<file path="src/rtl/mmio_led_ctrl.sv">
// mmio_led_ctrl: memory-mapped LED peripheral sitting beside data RAM on the
// MEM-stage data bus. It holds the LED enable register and, optionally, a
// per-LED 8-bit duty register that drives a free-running PWM dimmer.
// Optional feature macro: MMIO_LED_PWM_EN (PWM counter, LED_DUTY storage and
// PWM_CNT readback). Without it LED_DUTY/PWM_CNT decode as hits but read 0.
module mmio_led_ctrl #(
  parameter int unsigned     XLEN      = 32,
  parameter int unsigned     ALEN      = 32,
  parameter int unsigned     LED_WIDTH = 4,
  parameter logic [ALEN-1:0] BASE_ADDR = 32'hFFFF_FFF0
) (
  input  logic                 clk,
  input  logic                 rst_n,
  input  logic [ALEN-1:0]      bus_addr,
  input  logic [XLEN-1:0]      bus_wdata,
  input  logic                 bus_we,
  input  logic                 bus_re,
  input  logic [2:0]           bus_funct3,
  output logic                 bus_hit,
  output logic [XLEN-1:0]      bus_rdata,
  output logic                 bus_rvalid,
  output logic [LED_WIDTH-1:0] leds_o
);

  // funct3 store-size encodings (RISC-V SB/SH/SW)
  localparam logic [2:0] F3_BYTE = 3'b000;
  localparam logic [2:0] F3_HALF = 3'b001;
  localparam logic [2:0] F3_WORD = 3'b010;

  // Register select within the 16-byte window (addr[3:2])
  localparam logic [1:0] SEL_CTRL = 2'b00;
  localparam logic [1:0] SEL_DUTY = 2'b01;
  localparam logic [1:0] SEL_CNT  = 2'b10;

  logic [1:0]             w_sel;
  logic                   w_store;
  logic [3:0]             w_be;
  logic [XLEN-1:0]        w_rd_word;
  logic [8*LED_WIDTH-1:0] w_duty_rd;
  logic [7:0]             w_cnt_rd;
  logic [LED_WIDTH-1:0]   w_led_on;
  logic                   w_unused;

  logic [LED_WIDTH-1:0]   r_ctrl;
  logic [XLEN-1:0]        r_rdata;
  logic                   r_rvalid;
  logic [LED_WIDTH-1:0]   r_leds;

  // Window match, with the +0xC slot left unmapped
  assign bus_hit = (bus_addr[ALEN-1:4] == BASE_ADDR[ALEN-1:4]) && (bus_addr[3:2] != 2'b11);
  assign w_sel   = bus_addr[3:2];
  assign w_store = bus_we && bus_hit;

  // Byte-lane enables from store size; misaligned or unknown sizes enable nothing
  always_comb begin
    w_be = 4'b0000;
    case (bus_funct3)
      F3_BYTE: w_be = 4'b0001 << bus_addr[1:0];
      F3_HALF: begin
        if (bus_addr[0]) begin
          w_be = 4'b0000;
        end else if (bus_addr[1]) begin
          w_be = 4'b1100;
        end else begin
          w_be = 4'b0011;
        end
      end
      F3_WORD: begin
        if (bus_addr[1:0] == 2'b00) begin
          w_be = 4'b1111;
        end else begin
          w_be = 4'b0000;
        end
      end
      default: w_be = 4'b0000;
    endcase
  end

  // LED enable register: only lane 0 carries enable bits
  always_ff @(posedge clk or negedge rst_n) begin
    if (!rst_n) begin
      r_ctrl <= '0;
    end else if (w_store && (w_sel == SEL_CTRL) && w_be[0]) begin
      r_ctrl <= bus_wdata[LED_WIDTH-1:0];
    end
  end

`ifdef MMIO_LED_PWM_EN
  logic [7:0]             r_cnt;
  logic [8*LED_WIDTH-1:0] r_duty;

  // Free-running PWM counter, wraps 0xFF -> 0x00
  always_ff @(posedge clk or negedge rst_n) begin
    if (!rst_n) begin
      r_cnt <= 8'h00;
    end else begin
      r_cnt <= r_cnt + 8'h01;
    end
  end

  // Duty register: one byte per LED, written per enabled lane
  always_ff @(posedge clk or negedge rst_n) begin
    if (!rst_n) begin
      r_duty <= '1;
    end else if (w_store && (w_sel == SEL_DUTY)) begin
      for (int i = 0; i < LED_WIDTH; i++) begin
        if (w_be[i]) begin
          r_duty[8*i +: 8] <= bus_wdata[8*i +: 8];
        end
      end
    end
  end

  // PWM compare; duty 0xFF is forced fully on instead of 255/256
  always_comb begin
    w_led_on = '0;
    for (int i = 0; i < LED_WIDTH; i++) begin
      if (r_ctrl[i] && ((r_duty[8*i +: 8] == 8'hFF) || (r_cnt < r_duty[8*i +: 8]))) begin
        w_led_on[i] = 1'b1;
      end else begin
        w_led_on[i] = 1'b0;
      end
    end
  end

  assign w_duty_rd = r_duty;
  assign w_cnt_rd  = r_cnt;
`else
  assign w_led_on  = r_ctrl;
  assign w_duty_rd = '0;
  assign w_cnt_rd  = 8'h00;
`endif

  // Aligned read word for the selected register, upper bits zero
  always_comb begin
    w_rd_word = '0;
    case (w_sel)
      SEL_CTRL: w_rd_word[LED_WIDTH-1:0]   = r_ctrl;
      SEL_DUTY: w_rd_word[8*LED_WIDTH-1:0] = w_duty_rd;
      SEL_CNT:  w_rd_word[7:0]             = w_cnt_rd;
      default:  w_rd_word                  = '0;
    endcase
  end

  // Load response: one-cycle latency; rdata holds across non-hit loads
  always_ff @(posedge clk or negedge rst_n) begin
    if (!rst_n) begin
      r_rdata  <= '0;
      r_rvalid <= 1'b0;
    end else begin
      r_rvalid <= bus_re && bus_hit;
      if (bus_re && bus_hit) begin
        r_rdata <= w_rd_word;
      end
    end
  end

  // Registered LED drive
  always_ff @(posedge clk or negedge rst_n) begin
    if (!rst_n) begin
      r_leds <= '0;
    end else begin
      r_leds <= w_led_on;
    end
  end

  assign bus_rdata  = r_rdata;
  assign bus_rvalid = r_rvalid;
  assign leds_o     = r_leds;

  // Store data lanes and byte enables not consumed in every configuration
  assign w_unused = ^{bus_wdata, w_be};

endmodule

</file>
<file path="config.mk">
export PLATFORM = sky130hd
export DESIGN_NAME = mmio_led_ctrl
export DESIGN_NICKNAME = d
export VERILOG_FILES = /design/src/rtl/mmio_led_ctrl.sv
export SDC_FILE = /design/constraint.sdc
export NUM_CORES = 1
export LEC_CHECK = 0
export ABC_CLOCK_PERIOD_IN_PS = 1900
export CAP_MARGIN = 20
export CORE_MARGIN = 2
export CORE_UTILIZATION = 27
export DETAILED_ROUTE_END_ITERATION = 10
export PLACE_DENSITY_LB_ADDON = 0.08
export SLEW_MARGIN = 20
export SYNTH_ARGS = -nofsm -noshare
export SYNTH_HDL_FRONTEND = slang
export SYNTH_SLANG_ARGS = --single-unit
</file>
<file path="constraint.sdc">
create_clock -name clk -period 1.9 [get_ports clk]
set_input_delay 0.38 -clock clk [delete_from_list [all_inputs] [get_ports clk]]
set_output_delay 0.38 -clock clk [all_outputs]
set_load 0.02 [all_outputs]
</file>
[Yosys cells after proc, flatten, opt, wreduce, memory -nomap -nowiden]
Cells that the tools add are included.
Cells by class
  equal/unequal tests: 4
  shifts and indexed selects: 1
  muxes and demuxes: 5
  reductions and logical operators: 8
Operator list (number)
  28-bit equality test (second input constant): 1
  1-bit logical AND: 5
  2-bit zero test: 2
  4-bit 2-to-1 mux: 1
  3-bit by 1-bit equality test with 1-bit output (second input constant): 1
  3-bit by 2-bit equality test with 1-bit output (second input constant): 1
  3-bit zero test: 1
  1-bit 2-to-1 mux: 3
  1-bit case mux with 3 select lines: 1
  2-bit != test (second input constant): 1
  1-bit by 2-bit << shifter with 1-bit output (first input constant): 1
Word-level totals
  bits in registers: 13
  input bits: 71
  output and inout bits: 38
  word-level logic and storage cells: 22

[Logic depth before layout (Yosys ltp)]
Gate-level depths: netlist of the first run.
  word-level depth: 5
  gate-level depth with buffers: 4
  depth with buffers taken out: 4

[Least setup slack after synthesis of the first run]
Ideal clock, no wire load.
  path kind: input -> output
  from: input port bus_addr[13]
  to: output port bus_hit
  arrival time: 1.186 ns
  data required time: 1.520 ns
  path slack: 0.334 ns
  cell stages on the path: 3
  path buffers: 0
  path through: nand4_2 a2111oi_4 and2_2
Between the ends
  longest elaborated chain between the ends: 2
Ends and longest elaborated chain
  start, declared: RTL line 14  | input logic [ALEN-1:0] bus_addr,
  28-bit equality test: RTL line 50  | assign bus_hit = (bus_addr[ALEN-1:4] == BASE_ADDR[ALEN-1:4]) && (bus_addr[3:2] != 2'b11);
  1-bit logical AND: RTL line 50
  end, declared: RTL line 19  | output logic bus_hit,
No other way between the ends.

[Worst setup path in the final report of the first run]
  from: input port bus_addr[17]
  to: output port bus_hit
Same word-level chain as after synthesis.

==> results of run 1 <==
[state kept, by name, summed over array words and instances (netlist names)]
signal      count
leds_o          4
bus_rvalid      1
bus_rdata       4
r_ctrl          4
[final timing paths]
path | cells past startpoint | to
max | 5 | bus_hit
min | 0 | leds_o[2]
max reg2reg | 1 | r_ctrl[0]
min reg2reg | 0 | leds_o[2]
max in group asynchronous | 1 | leds_o[3]
min in group asynchronous | 1 | bus_rdata[1]
[cell type report]
class                      instances  area [µm²]  area share
multi-input combinational         55       385.4      0.2818
sequential                        13       325.3      0.2379
tap                               33       41.29     0.03019
timing repair buffer              59       570.5      0.4172
inverter                           5       18.77     0.01372
clock buffer                       4       26.28     0.01921
[logic make-up (layout without fill, tap and decap cells)]
group / Yosys count / after routing / synth area share
buf+inv: 33 / 68 / 0.2735
flops: 13 / 13 / 0.3886
other cells: 1 / 28 / 0.004480
mux: 8 / 8 / 0.1196
simple gates: 17 / 17 / 0.1719
compound gates: 2 / 2 / 0.04186
[metrics by stage]
stage | power [µW] | cells | util
final | 580.3 | 169 | 0.4554
after CTS | 592.7 | 168 | 0.4454
after global routing | 605.6 | 169 | 0.4554
after global placement | 438.4 | 163 | 0.4421
after floorplan | 383.0 | 101 | -
after detailed placement | 439.7 | 163 | 0.4421
[power by group through the flow]
stage | clock network, µW | registers [µW] | logic (µW)
CTS | 174 | 276 | 143
detailed placement | 0 | 282 | 158
finish | 165 | 276 | 139
global route | 179 | 276 | 150
floorplan | 0 | 282 | 101
global placement | 0 | 282 | 157
[per-layer routing]
layer	wire length, µm	vias to the layer above	part of all wire
met3	210	0	0.12
met1	685	306	0.39
met2	873	42	0.49
li1	-	320	-
met5	0	-	0
met4	0	0	0
[Yosys cell counts, drive strengths merged]
library cell   n  area share
buf           28        0.25
dfrtp         13        0.39
nand4          8       0.085
inv            5       0.022
mux2           4       0.072
mux2i          4       0.048
nand2          4       0.018
a2111oi        1       0.033
a211oi         1      0.0090
and2           1      0.0090
conb           1      0.0045
nand3          1       0.012
nor2           1      0.0045
nor4           1       0.025
nor4b          1       0.018
[critical path: stages]
cell and delay (ps):
dlygate4sd2_1 190, nand4_1 150, a2111oi_4 370, and2_4 190, buf_6 110
[repair_timing]
action / in CTS / in global routing
pin swaps: 8 / 5
hold endpoints to repair: 0 / 0
endpoints found under the setup margin: 1 / 1
setup buffers: 1 / 1
gates resized for setup: 28 / 9
==> results.cfg, run 1 <==
[finish]
fillers = 315
layout.nets = 208
final_area_um2 = 1368
diodes = 0
layout-area-overhead-vs-synth_pct = 63.38
final_common_cell = conb_1
final_layout_size_suffix_gt1_frac = 0.1618
layout_common_cells = conb_1, clkdlybuf4s50_1, dlygate4sd2_1

[synth]
syn_inst = 74
ys_ff_latch = 13
yosysSeqAreaShare = 0.3886
yosys_warnings = 0
yosys.cell_types.count = 17
synthesis.area_um2 = 837.1
avgSynthCellArea_um2 = 11.31

[setup_path]
cp.required_ps = 1520
r2r-start = r_ctrl[0]
critical_path_arrival_ps = 1390
critPathLaunchType = input port
worstSetupPathType = input port to output port
crit_path_max_fanout = 2
crit_start = bus_addr[17]
r2r_slack_ps = 1120
critPathCaptureType = output port

[floorplanning]
fp.dieArea_um2 = 3562
io-pin-count = 109
row_count = 20
initial_core_util = 0.2788
die_x_um = 59.68
core_area_um2 = 3003
die_h_um = 59.68

[global_route]
use_met3 = 0.04113
grt_pass1_wl_um = 2573
grt_pass1_vias = 590
use_met2 = 0.1646
grt_max_degree = 14
grtUsageMet1 = 0.1098
grt_usage = 0.09682
overflow = 0
gr-max-usage-layer = met2
grt_antenna_before_repair = 0

[power_and_ir_drop]
power_frac_seq = 0.476
p_clk_frac = 0.284
p_int_uw = 421.3
ir_drop_mv = 0.1741
pwr-share-comb = 0.240
p_leak_uw = 0.0007955
powerDensity_nw_per_um2 = 424.3
swShare = 0.2740
p_switching_uw = 159.0

[drt]
vias = 668
drt_pre_antenna_iters = 2
drt_iter0_markers = 4
detail-route-antenna-nets = 0
wl_per_cell_um = 10.47
via_per_inst = 3.953
wl_um = 1769
drcViolationCount = 0

[clock_tree]
cts_tree = yes
htreeDepth = 1
cts_root_buffer = clkbuf_4
worstSkewPairLatency_ps = 260
cts_hold_buf = 0
clkSlewWorstSetupHoldPaths_ps = 80
clock-sinks = 13
cts_buffer_depth = 2
cts_inserted_buffers = 3

[sta]
finalHoldViolations = 0
setup_viol = 0
maxSlewHeadroom = 0.6051
finalMaxSlewViolations = 0
tightest_slew_ps = 590.5
fmax_mhz = 564.9
final.period_utilization = 0.9318
period_needed_ps = 1770
setup_ws_ps = 129.6
finClkSkew_ps = 0.4845
finalSetupTns_ps = 0
rsz0062_at_grt = no
hold_slack_ps = 415.6

[placement]
postPlaceCellArea_um2 = 1328
io_buffers = 52
gp_congestion = 0.6500
post-dp-hpwl_um = 1558
dpl_worst_slack_ps = -592.8

[worst_hold_path]
worstHoldStart = r_ctrl[2]
hold_class = flop to flop

[flow_run]
cap_violations = 0

[run_status]
status = finished, final reports clean
No activity file was read; power rests on OpenSTA's default activity.
==> run 2: changes to the inputs <==
--- a/config.mk
+++ b/config.mk
@@ -7,7 +7,7 @@
 export LEC_CHECK = 0
 export ABC_CLOCK_PERIOD_IN_PS = 1900
 export CAP_MARGIN = 20
-export CORE_MARGIN = 2
+export CORE_MARGIN = 5
 export CORE_UTILIZATION = 27
 export DETAILED_ROUTE_END_ITERATION = 10
 export PLACE_DENSITY_LB_ADDON = 0.08
==> results.cfg, run 2 (same netlist as run 1, synthesis figures left out) <==
[run_status]
status = finished, final reports clean

[sta]
finClkSkew_ps = 4.380
maxSlewHeadroom = 0.6335
period_needed_ps = 1809
fmax_mhz = 552.7
tightest_slew_ps = 548.0
setup_ws_ps = 90.60
finalHoldViolations = 0
setup_viol = 0
final.period_utilization = 0.9523
finalMaxSlewViolations = 0
rsz0062_at_grt = no
finalSetupTns_ps = 0

[placement]
gp_congestion = 0.6756
io_buffers = 52
dpl_worst_slack_ps = -608.0
post-dp-hpwl_um = 1793
dp.cells = 163

[floorplanning]
row_count = 20
die_h_um = 65.68
initial_core_util = 0.2788
die_x_um = 65.68
io-pin-count = 109
core_area_um2 = 3003
fp.dieArea_um2 = 4314

[power_and_ir_drop]
powerDensity_nw_per_um2 = 423.0
p_leak_uw = 0.0007942
ir_drop_mv = 0.1602

[global_route]
grt_max_degree = 14
grt_antenna_before_repair = 0
grt_pass1_wl_um = 3056
grt_usage = 0.09123
overflow = 0
grt_pass1_vias = 733

[clock_tree]
cts_tree = yes
cts_hold_buf = 0
clkSlewWorstSetupHoldPaths_ps = 80
clock-sinks = 13
cts_root_buffer = clkbuf_4
cts_inserted_buffers = 3
cts_buffer_depth = 2
htreeDepth = 1
worstSkewPairLatency_ps = 260

[finish]
layout_common_cells = conb_1, clkdlybuf4s50_1, dlygate4sd2_1
fin_util = 0.4558
instances_no_fill = 169
final_layout_size_suffix_gt1_frac = 0.1618
layout.nets = 208
layout-area-overhead-vs-synth_pct = 63.53
diodes = 0
final_common_cell = conb_1

[setup_path]
critPathLaunchType = input port
cp.required_ps = 1520
r2r-start = r_ctrl[3]
crit_start = bus_addr[6]
r2r_slack_ps = 1130
critical_path_arrival_ps = 1430
r2r-end = r_ctrl[3]
cp-endpoint = bus_hit
ff2ff_path_depth = 1
worstSetupPathType = input port to output port
critPathCaptureType = output port
crit_path_max_fanout = 2

[drt]
drt_pre_antenna_iters = 4
via_per_inst = 3.970
wl_um = 1998
drt_iter0_markers = 18
drcViolationCount = 0
wl_per_cell_um = 11.82
detail-route-antenna-nets = 0
vias = 671

[worst_hold_path]
hold_class = flop to flop

[flow_run]
cap_violations = 0
==> run 2: how the worst min path moves through the flow <==
| stage | startpoint | endpoint | slack (ps) | cells past startpoint |
|---|---|---|---|---|
| 2_1_floorplan | rst_n | bus_rdata[0] | 80 | 0 |
| 3_3_place_gp | r_ctrl[2] | leds_o[2] | 380 | 0 |
| 3_5_place_dp | r_ctrl[2] | leds_o[2] | 390 | 0 |
| 4_1_cts | r_ctrl[2] | leds_o[2] | 410 | 0 |
| 5_1_grt | r_ctrl[2] | leds_o[2] | 420 | 0 |
| 6_report | r_ctrl[2] | leds_o[2] | 410 | 0 |
==> run 2: routing by layer <==
layer  track usage  wire length (µm)  vias up
li1              -                 -      318
met1       0.09024               637      307
met2        0.1577              1040       44
met3       0.04786               308        2
met4       0.03886                12        0
met5             0                 0        -
==> run 2: layout make-up <==
class | instances | area (µm²)
timing repair buffer | 59 | 571.8
multi-input combinational | 55 | 385.4
fill | 301 | 1634
clock buffer | 4 | 26.28
sequential | 13 | 325.3
inverter | 5 | 18.77
tap | 33 | 41.29
==> run 2: worst max-delay path, stage by stage <==
cell             delay, ps
clkdlybuf4s50_1        450
nand4_1                110
nor4_4                 180
and2_4                 190
buf_6                  110
==> run 2: metrics by stage <==
step	total power (µW)	instance area [µm²]	hold slack [ps]
finish	579.0	1369	407.9
global route	614.7	1369	424.4
CTS	591.4	1346	410.3
detailed placement	440.3	1328	390.9
global placement	438.9	1328	384.1
floorplan	383.0	938.4	84.41
==> run 2: repair_timing <==
item,CTS,global route
setup endpoints to repair,1,1
cloned,0,0
buffers inserted,2,0
pin swaps,8,5
resized for setup,27,9
==> run 2: where the power goes <==
| part | internal (µW) | total [µW] | leakage [µW] | switching (µW) |
|---|---|---|---|---|
| Clock | 81.1 | 161 | 0.0000150 | 80.1 |
| Sequential | 276 | 276 | 0.000161 | 0.00000910 |
| Combinational | 64.7 | 141 | 0.000618 | 76.8 |
| Total | 422 | 579 | 0.000794 | 157 |
==> run 3: changes to the inputs <==
--- a/config.mk
+++ b/config.mk
@@ -10,7 +10,7 @@
 export CORE_MARGIN = 5
 export CORE_UTILIZATION = 27
 export DETAILED_ROUTE_END_ITERATION = 10
-export PLACE_DENSITY_LB_ADDON = 0.08
+export PLACE_DENSITY = 0.86
 export SLEW_MARGIN = 20
 export SYNTH_ARGS = -nofsm -noshare
 export SYNTH_HDL_FRONTEND = slang
==> results.cfg, run 3 (same netlist as run 1, synthesis figures left out) <==
[setup_path]
worstSetupPathType = input port to output port
r2r-start = r_ctrl[1]
critical_path_arrival_ps = 1450
r2r_slack_ps = 1120
ff2ff_path_depth = 1
r2r-end = r_ctrl[1]
critPathLaunchType = input port
cp.required_ps = 1520
critPathCaptureType = output port
crit_path_max_fanout = 2

[sta]
tightest_slew_ps = 544.6
finalSetupTns_ps = 0
hold_slack_ps = 414.7
period_needed_ps = 1834
finClkSkew_ps = 1.624
fmax_mhz = 545.2
rsz0062_at_grt = no
finalHoldViolations = 0
setup_viol = 0
maxSlewHeadroom = 0.6358
final.period_utilization = 0.9653
setup_ws_ps = 65.89
finalMaxSlewViolations = 0

[placement]
post-dp-hpwl_um = 1909
dpl_worst_slack_ps = -620.4
io_buffers = 52
gp_congestion = 0.6803

[drt]
wl_um = 2087
drt_pre_antenna_iters = 4
vias = 669
drcViolationCount = 0
detail-route-antenna-nets = 0
drt_iter0_markers = 9
wl_per_cell_um = 12.50
via_per_inst = 4.006

[finish]
final_common_cell = conb_1
final_layout_size_suffix_gt1_frac = 0.1493
fillers = 316
diodes = 0
layout-area-overhead-vs-synth_pct = 59.79
layout.nets = 206
final-seq-area_um2 = 325.3
fin_util = 0.4454
layout_common_cells = conb_1, clkdlybuf4s50_1, dlygate4sd2_1
multiInputGateArea_um2 = 385.4

[global_route]
overflow = 0
grt_max_degree = 14
grt_pass1_wl_um = 3256
grt_pass1_vias = 734
grt_antenna_before_repair = 0
grt_usage = 0.1000

[clock_tree]
worstSkewPairLatency_ps = 260
htreeDepth = 1
cts_buffer_depth = 2
clock-sinks = 13
clkSlewWorstSetupHoldPaths_ps = 70
cts_tree = yes
cts_hold_buf = 0
cts_root_buffer = clkbuf_4
cts_inserted_buffers = 3

[power_and_ir_drop]
p_total_uw = 576.9
p_int_uw = 420.4
p_leak_uw = 0.0007422
pwr-share-comb = 0.243
ir_drop_mv = 0.1769
powerDensity_nw_per_um2 = 431.3
p_switching_uw = 156.5
swShare = 0.2713
power_frac_seq = 0.479
p_clk_frac = 0.278

[flow_run]
cap_violations = 0

[floorplanning]
io-pin-count = 109
initial_core_util = 0.2788
die_x_um = 65.68
fp.dieArea_um2 = 4314
core_area_um2 = 3003
row_count = 20
die_h_um = 65.68

[worst_hold_path]
hold_class = flop to flop
hold_path_end = leds_o[0]
hold_path_depth = 0
worstHoldStart = r_ctrl[0]

[run_status]
status = finished, final reports clean
==> run 3: area by class of cell <==
type,count,share of cell area
timing repair buffer,57,0.4041
multi-input combinational,55,0.2881
sequential,13,0.2432
inverter,5,0.01403
clock buffer,4,0.01964
tap,33,0.03087
==> run 3: metal layers <==
layer,track usage,vias up,part of all wire
met1,0.09504,309,0.30
li1,-,314,-
met5,0,-,0
met3,0.02906,2,0.11
met4,0.05959,0,0.0077
met2,0.1865,44,0.59
==> run 3: how the worst max path moves through the flow <==
stage / slack [ps] / endpoint / startpoint / depth (start not counted)
floorplan: 330 / bus_hit / bus_addr[13] / 3
global placement: -610 / bus_hit / bus_addr[13] / 5
detailed placement: -620 / bus_hit / bus_addr[10] / 5
CTS: 4 / bus_hit / bus_addr[6] / 5
global route: 20 / bus_hit / bus_addr[15] / 5
finish: 70 / bus_hit / bus_addr[6] / 5
==> run 3: metrics by stage <==
step | cell area (µm²) | std cells
floorplan | 938.4 | 101
global placement | 1320 | 162
detailed placement | 1320 | 162
CTS | 1328 | 167
global route | 1338 | 167
finish | 1338 | 167
==> run 3: repair_timing <==
action	in CTS	in global routing
resized for setup	30	4
setup buffers	1	0
pin swaps	9	2
setup endpoints to repair	1	1
==> run 3: power by group through the flow <==
stage               registers (µW)  logic (µW)  clock network [µW]
floorplan                      282         101                   0
global placement               282         154                   0
detailed placement             282         157                   0
CTS                            276         140                 170
global route                   276         151                 186
finish                         276         140                 161
==> run 3: worst max-delay path, stage by stage <==
cell and delay [ps]:
clkdlybuf4s50_1 460, nand4_1 140, nor4_4 180, and2_4 180, buf_6 110
==> RTL edit 1: new RTL, flow settings as in run 2 <==
Add an input register stage for `bus_addr`, `bus_we`, `bus_re` and `bus_funct3`, cleared by the reset; this delays them by one clock. The other inputs are not delayed to match.
--- a/src/rtl/mmio_led_ctrl.sv
+++ b/src/rtl/mmio_led_ctrl.sv
@@ -32,6 +32,25 @@
   localparam logic [1:0] SEL_DUTY = 2'b01;
   localparam logic [1:0] SEL_CNT  = 2'b10;
 
+  logic [ALEN-1:0] bus_addr_q;
+  logic bus_we_q;
+  logic bus_re_q;
+  logic [2:0] bus_funct3_q;
+
+  always_ff @(posedge clk or negedge rst_n) begin
+    if (!rst_n) begin
+      bus_addr_q   <= '0;
+      bus_we_q     <= '0;
+      bus_re_q     <= '0;
+      bus_funct3_q <= '0;
+    end else begin
+      bus_addr_q   <= bus_addr;
+      bus_we_q     <= bus_we;
+      bus_re_q     <= bus_re;
+      bus_funct3_q <= bus_funct3;
+    end
+  end
+
   logic [1:0]             w_sel;
   logic                   w_store;
   logic [3:0]             w_be;
@@ -47,26 +66,26 @@
   logic [LED_WIDTH-1:0]   r_leds;
 
   // Window match, with the +0xC slot left unmapped
-  assign bus_hit = (bus_addr[ALEN-1:4] == BASE_ADDR[ALEN-1:4]) && (bus_addr[3:2] != 2'b11);
-  assign w_sel   = bus_addr[3:2];
-  assign w_store = bus_we && bus_hit;
+  assign bus_hit = (bus_addr_q[ALEN-1:4] == BASE_ADDR[ALEN-1:4]) && (bus_addr_q[3:2] != 2'b11);
+  assign w_sel   = bus_addr_q[3:2];
+  assign w_store = bus_we_q && bus_hit;
 
   // Byte-lane enables from store size; misaligned or unknown sizes enable nothing
   always_comb begin
     w_be = 4'b0000;
-    case (bus_funct3)
-      F3_BYTE: w_be = 4'b0001 << bus_addr[1:0];
+    case (bus_funct3_q)
+      F3_BYTE: w_be = 4'b0001 << bus_addr_q[1:0];
       F3_HALF: begin
-        if (bus_addr[0]) begin
+        if (bus_addr_q[0]) begin
           w_be = 4'b0000;
-        end else if (bus_addr[1]) begin
+        end else if (bus_addr_q[1]) begin
           w_be = 4'b1100;
         end else begin
           w_be = 4'b0011;
         end
       end
       F3_WORD: begin
-        if (bus_addr[1:0] == 2'b00) begin
+        if (bus_addr_q[1:0] == 2'b00) begin
           w_be = 4'b1111;
         end else begin
           w_be = 4'b0000;
@@ -148,8 +167,8 @@
       r_rdata  <= '0;
       r_rvalid <= 1'b0;
     end else begin
-      r_rvalid <= bus_re && bus_hit;
-      if (bus_re && bus_hit) begin
+      r_rvalid <= bus_re_q && bus_hit;
+      if (bus_re_q && bus_hit) begin
         r_rdata <= w_rd_word;
       end
     end
Behaviour: not the same (a bounded check fails within 4 cycles, from zero or initial values and one cycle with rst_n low).
==> RTL edit 1 against run 2 <==
- sequential cell count up 37
- final area up 78%
- fmax down 1.1%
- total power rose to 3.5 times the old value
- setup slack worse by 0.020 ns
- area after synthesis up 110%
- register-to-register slack worse by 0.87 ns
- clock power rose to 4.5 times the old value
- routed wire length up 45%
- global-route usage down 1.6 points
- non-clock buffer count down 2
- largest cell class is now flip-flops and latches
- highest routed layer unchanged
==> RTL edit 1: results (changes against run 2) <==
metric;value;unit;change
wl_met1;991;um;was 637 um
drive_above_1_share;14.86;%;was 16.18%
finalPower;2045;uW;was 579.0 uW
gp_congestion;0.6341;;was 0.6756
htree_num_levels;2;;was 1
grt_pass1_vias;1069;;was 733
via_per_inst;3.722;;was 3.970
p_comb_share;9.5;%;was 24.4%
route.met2.wl;1456;um;was 1040 um
dp.cells;244;;was 163
crit_family;compound AO/OA/AOI/OAI gates;;was buffers and inverters
grt_max_degree;32;;was 14
dpl.hpwl;2380;um;was 1793 um
seq_area_frac_synth;70.97;%;was 38.86%
path_clk_slew;0.09;ns;
fin_skew;0.006477;ns;was 0.004380 ns
synthMuxAreaShare;5.678;%;was 11.96%
p_clk_share;35.3;%;was 27.8%
wl_met3;408;um;was 308 um
cts_buffers;5;;was 3
leakage;0.001119;uW;was 0.0007942 uW
fin_cells;252;;was 169
grt_first_pass_wirelength;4899;um;was 3056 um
ir_drop;0.3529;mV;was 0.1602 mV
cpMaxStageDelayCell;a2111oi_4;;was clkdlybuf4s50_1
status;completed;;unchanged
synthTopCellsByCount;dfrtp_1 (50), buf_4 (28), nand4_1 (6);;was buf_4 (28), dfrtp_1 (13), nand4_1 (6)
nets;245;;was 208
syn-mean-instance-area;15.88;sq um;was 11.31 sq um
grt_util_met3;3.917;%;was 4.786%
drt_iter0_markers;20;;was 18
met1_usage;7.863;%;was 9.024%
postCtsSetupRepairBufs;0;;was 2
synthTopCellsByArea;dfrtp_1 (71%), buf_4 (12%), mux2_4 (3.4%), mux2i_1 (2.3%), nand4_1 (2.1%);;was dfrtp_1 (39%), buf_4 (25%), mux2_4 (7.2%), mux2i_1 (4.8%), nand4_1 (4.5%)
max_stage_delay;0.37;ns;was 0.45 ns
cts_root_buf;clkbuf_8;;was clkbuf_4
netSwitchingFraction;21.62;%;was 27.09%
synth_compound_area_share;1.987;%;was 4.185%
wl_per_cell;11.46;um;was 11.82 um
use_met2;12.83;%;was 15.77%
hold_class;in2async;;was reg2reg
insertion_delay;0.29;ns;was 0.26 ns
dpl_worst_slack;-0.1344;ns;was -0.6080 ns
worstPathArrival;1.45;ns;was 1.43 ns
[RTL edit 1: repair_timing]
action	in CTS	in global routing
pin swaps	3	3
gates resized for setup	7	0
cloned	0	0
endpoints found under the setup margin	1	1
[RTL edit 1: path summary, 6_finish.rpt]
| check | start | endpoint | slack, ns | cells past startpoint |
|---|---|---|---|---|
| setup / recovery | bus_addr_q[13] | bus_hit | 0.07 | 4 |
| max in group asynchronous | rst_n | bus_addr_q[5] | 1.35 | 2 |
| hold reg to reg | r_ctrl[0] | leds_o[0] | 0.41 | 0 |
| min in group clk | r_ctrl[0] | leds_o[0] | 0.41 | 0 |
| setup reg to reg | bus_addr_q[13] | r_ctrl[2] | 0.26 | 5 |
| hold / removal | rst_n | bus_addr_q[12] | 0.03 | 1 |
[RTL edit 1: layout make-up]
cell class,count,area (sq um)
fill,597,3919
sequential,50,1251
timing repair buffer,57,566.8
multi-input combinational,55,385.4
tap,77,96.34
clock buffer,5,68.82
clock inverter,3,43.79
inverter,5,18.77
==> RTL edit 2: new RTL, config.mk and constraints of run 2 <==
Without the edit above. Build with the macro `MMIO_LED_PWM_EN` defined.
--- a/src/rtl/mmio_led_ctrl.sv
+++ b/src/rtl/mmio_led_ctrl.sv
@@ -3,6 +3,8 @@
 // per-LED 8-bit duty register that drives a free-running PWM dimmer.
 // Optional feature macro: MMIO_LED_PWM_EN (PWM counter, LED_DUTY storage and
 // PWM_CNT readback). Without it LED_DUTY/PWM_CNT decode as hits but read 0.
+`define MMIO_LED_PWM_EN
+
 module mmio_led_ctrl #(
   parameter int unsigned     XLEN      = 32,
   parameter int unsigned     ALEN      = 32,
Formal check against the unedited RTL: not equivalent (a bounded check fails within 4 cycles, from zero or initial values and one cycle with rst_n low).
==> RTL edit 2 against run 2 <==
- die area increased to 4.4 times the old value
- final area increased to 4.6 times the old value
- area after synthesis increased to 5.2 times the old value
- via count increased to 5.0 times the old value
- sequential cell count increased by 68
- synthesized cell count increased to 5.2 times the old value
- largest power group is now clock
- first-iteration DRC count increased to 8.1 times the old value
- routed wire length increased to 5.7 times the old value
- setup slack got worse by 0.018 ns
- total power increased to 6.8 times the old value
==> RTL edit 2: results (changes against run 2) <==
metric;value;unit;change
status;completed;;unchanged
nets;623;;was 208
hold_slack;0.05602;ns;was 0.4079 ns
leakage;0.002921;uW;was 0.0007942 uW
reg2reg_depth;5;;was 1
r2r_start;r_duty[1];;was r_ctrl[3]
synthTopCellsByArea;dfrtp_1 (28%), dfstp_2 (19%), mux2_2 (10%), ha_1 (9.4%), mux2i_1 (5.5%);;was dfrtp_1 (39%), buf_4 (25%), mux2_4 (7.2%), mux2i_1 (4.8%), nand4_1 (4.5%)
grt_pass1_vias;3653;;was 733
path_clk_slew;0.06;ns;was 0.08 ns
portBuffers;108;;was 52
route.met2.wl;5549;um;was 1040 um
cts_root_buf;clkbuf_16;;was clkbuf_4
htree_num_levels;3;;was 1
cp-startpoint;bus_addr[3];;was bus_addr[6]
wirelength;11410;um;was 1998 um
hold_class;in2async;;was reg2reg
met1_usage;15.79;%;was 9.024%
use_met2;21.74;%;was 15.77%
grt_max_degree;82;;was 14
ir_drop;0.3586;mV;was 0.1602 mV
worstPathArrival;1.45;ns;was 1.43 ns
fin_skew;0.007977;ns;was 0.004380 ns
wl_met3;561;um;was 308 um
synth_cell_types;44;;was 17
drt_iter0_markers;146;;was 18
nFillCells;1597;;was 301
fin_ws;0.07221;ns;was 0.09060 ns
p_sw;773.4;uW;was 156.9 uW
synthTopCellsByCount;inv_1 (57), dfrtp_1 (49), mux2_2 (39);;was buf_4 (28), dfrtp_1 (13), nand4_1 (6)
dpl.hpwl;8508;um;was 1793 um
crit_family;simple AND/OR/NAND/NOR gates;;was buffers and inverters
insertion_delay;0.34;ns;was 0.26 ns
cpMaxStageDelayCell;nor4_4;;was clkdlybuf4s50_1
r2r-end;leds_o[0];;was r_ctrl[3]
dpl_worst_slack;-0.8720;ns;was -0.6080 ns
cts_buffers;9;;was 3
[RTL edit 2: cell count changes after synthesis, sizes merged, moves of 10 or more]
cell   delta
inv      +52
dfrtp    +36
mux2     +36
ha       +33
dfstp    +32
buf      -23
nand2    +22
mux2i    +20
o21ai    +10
[RTL edit 2: cells by family after synthesis]
logic type               after synthesis  synth area share [%]
AO/OA/AOI/OAI                         52                 8.090
XOR/XNOR                               7                 1.401
adder cells (fa/ha/maj)               33                 9.434
buffers and inverters                 68                 6.089
flip-flops                            81                 47.23
multiplexers                          64                 15.78
AND/OR/NAND/NOR                       83                 11.98
[RTL edit 2: layout make-up]
class / count / area share (%)
multi-input cells: 239 / 33.28
inverters: 57 / 3.432
repair buffers: 131 / 20.47
clock inverters: 3 / 1.445
flip-flops and latches: 81 / 33.18
clock buffers: 13 / 3.854
well taps: 216 / 4.336
[RTL edit 2: repair_timing]
| action | CTS | global route |
|---|---|---|
| endpoints found under the setup margin | 66 | 17 |
| buffers inserted | 2 | 1 |
| pin swaps | 9 | 6 |
| gates resized for setup | 31 | 16 |
[RTL edit 2: power groups by stage]
stage / logic [uW] / clock network (uW) / registers (uW)
finish: 255 / 1950 / 1730
global route: 280 / 2100 / 1730
CTS: 262 / 2030 / 1730
detailed placement: 276 / 0 / 1760
global placement: 275 / 0 / 1760
floorplan: 43.9 / 0 / 1760
[RTL edit 2: through the flow]
step / instance area, sq um / instances / TNS (ns) / total power [uW]
final: 6233 / 740 / 0 / 3938
after CTS: 6201 / 739 / 0 / 4022
after detailed placement: 5884 / 722 / -41.64 / 2034
after global placement: 5884 / 722 / -40.55 / 2033
after floorplan: 4402 / 388 / 0 / 1802
after global routing: 6233 / 740 / -0.05059 / 4103
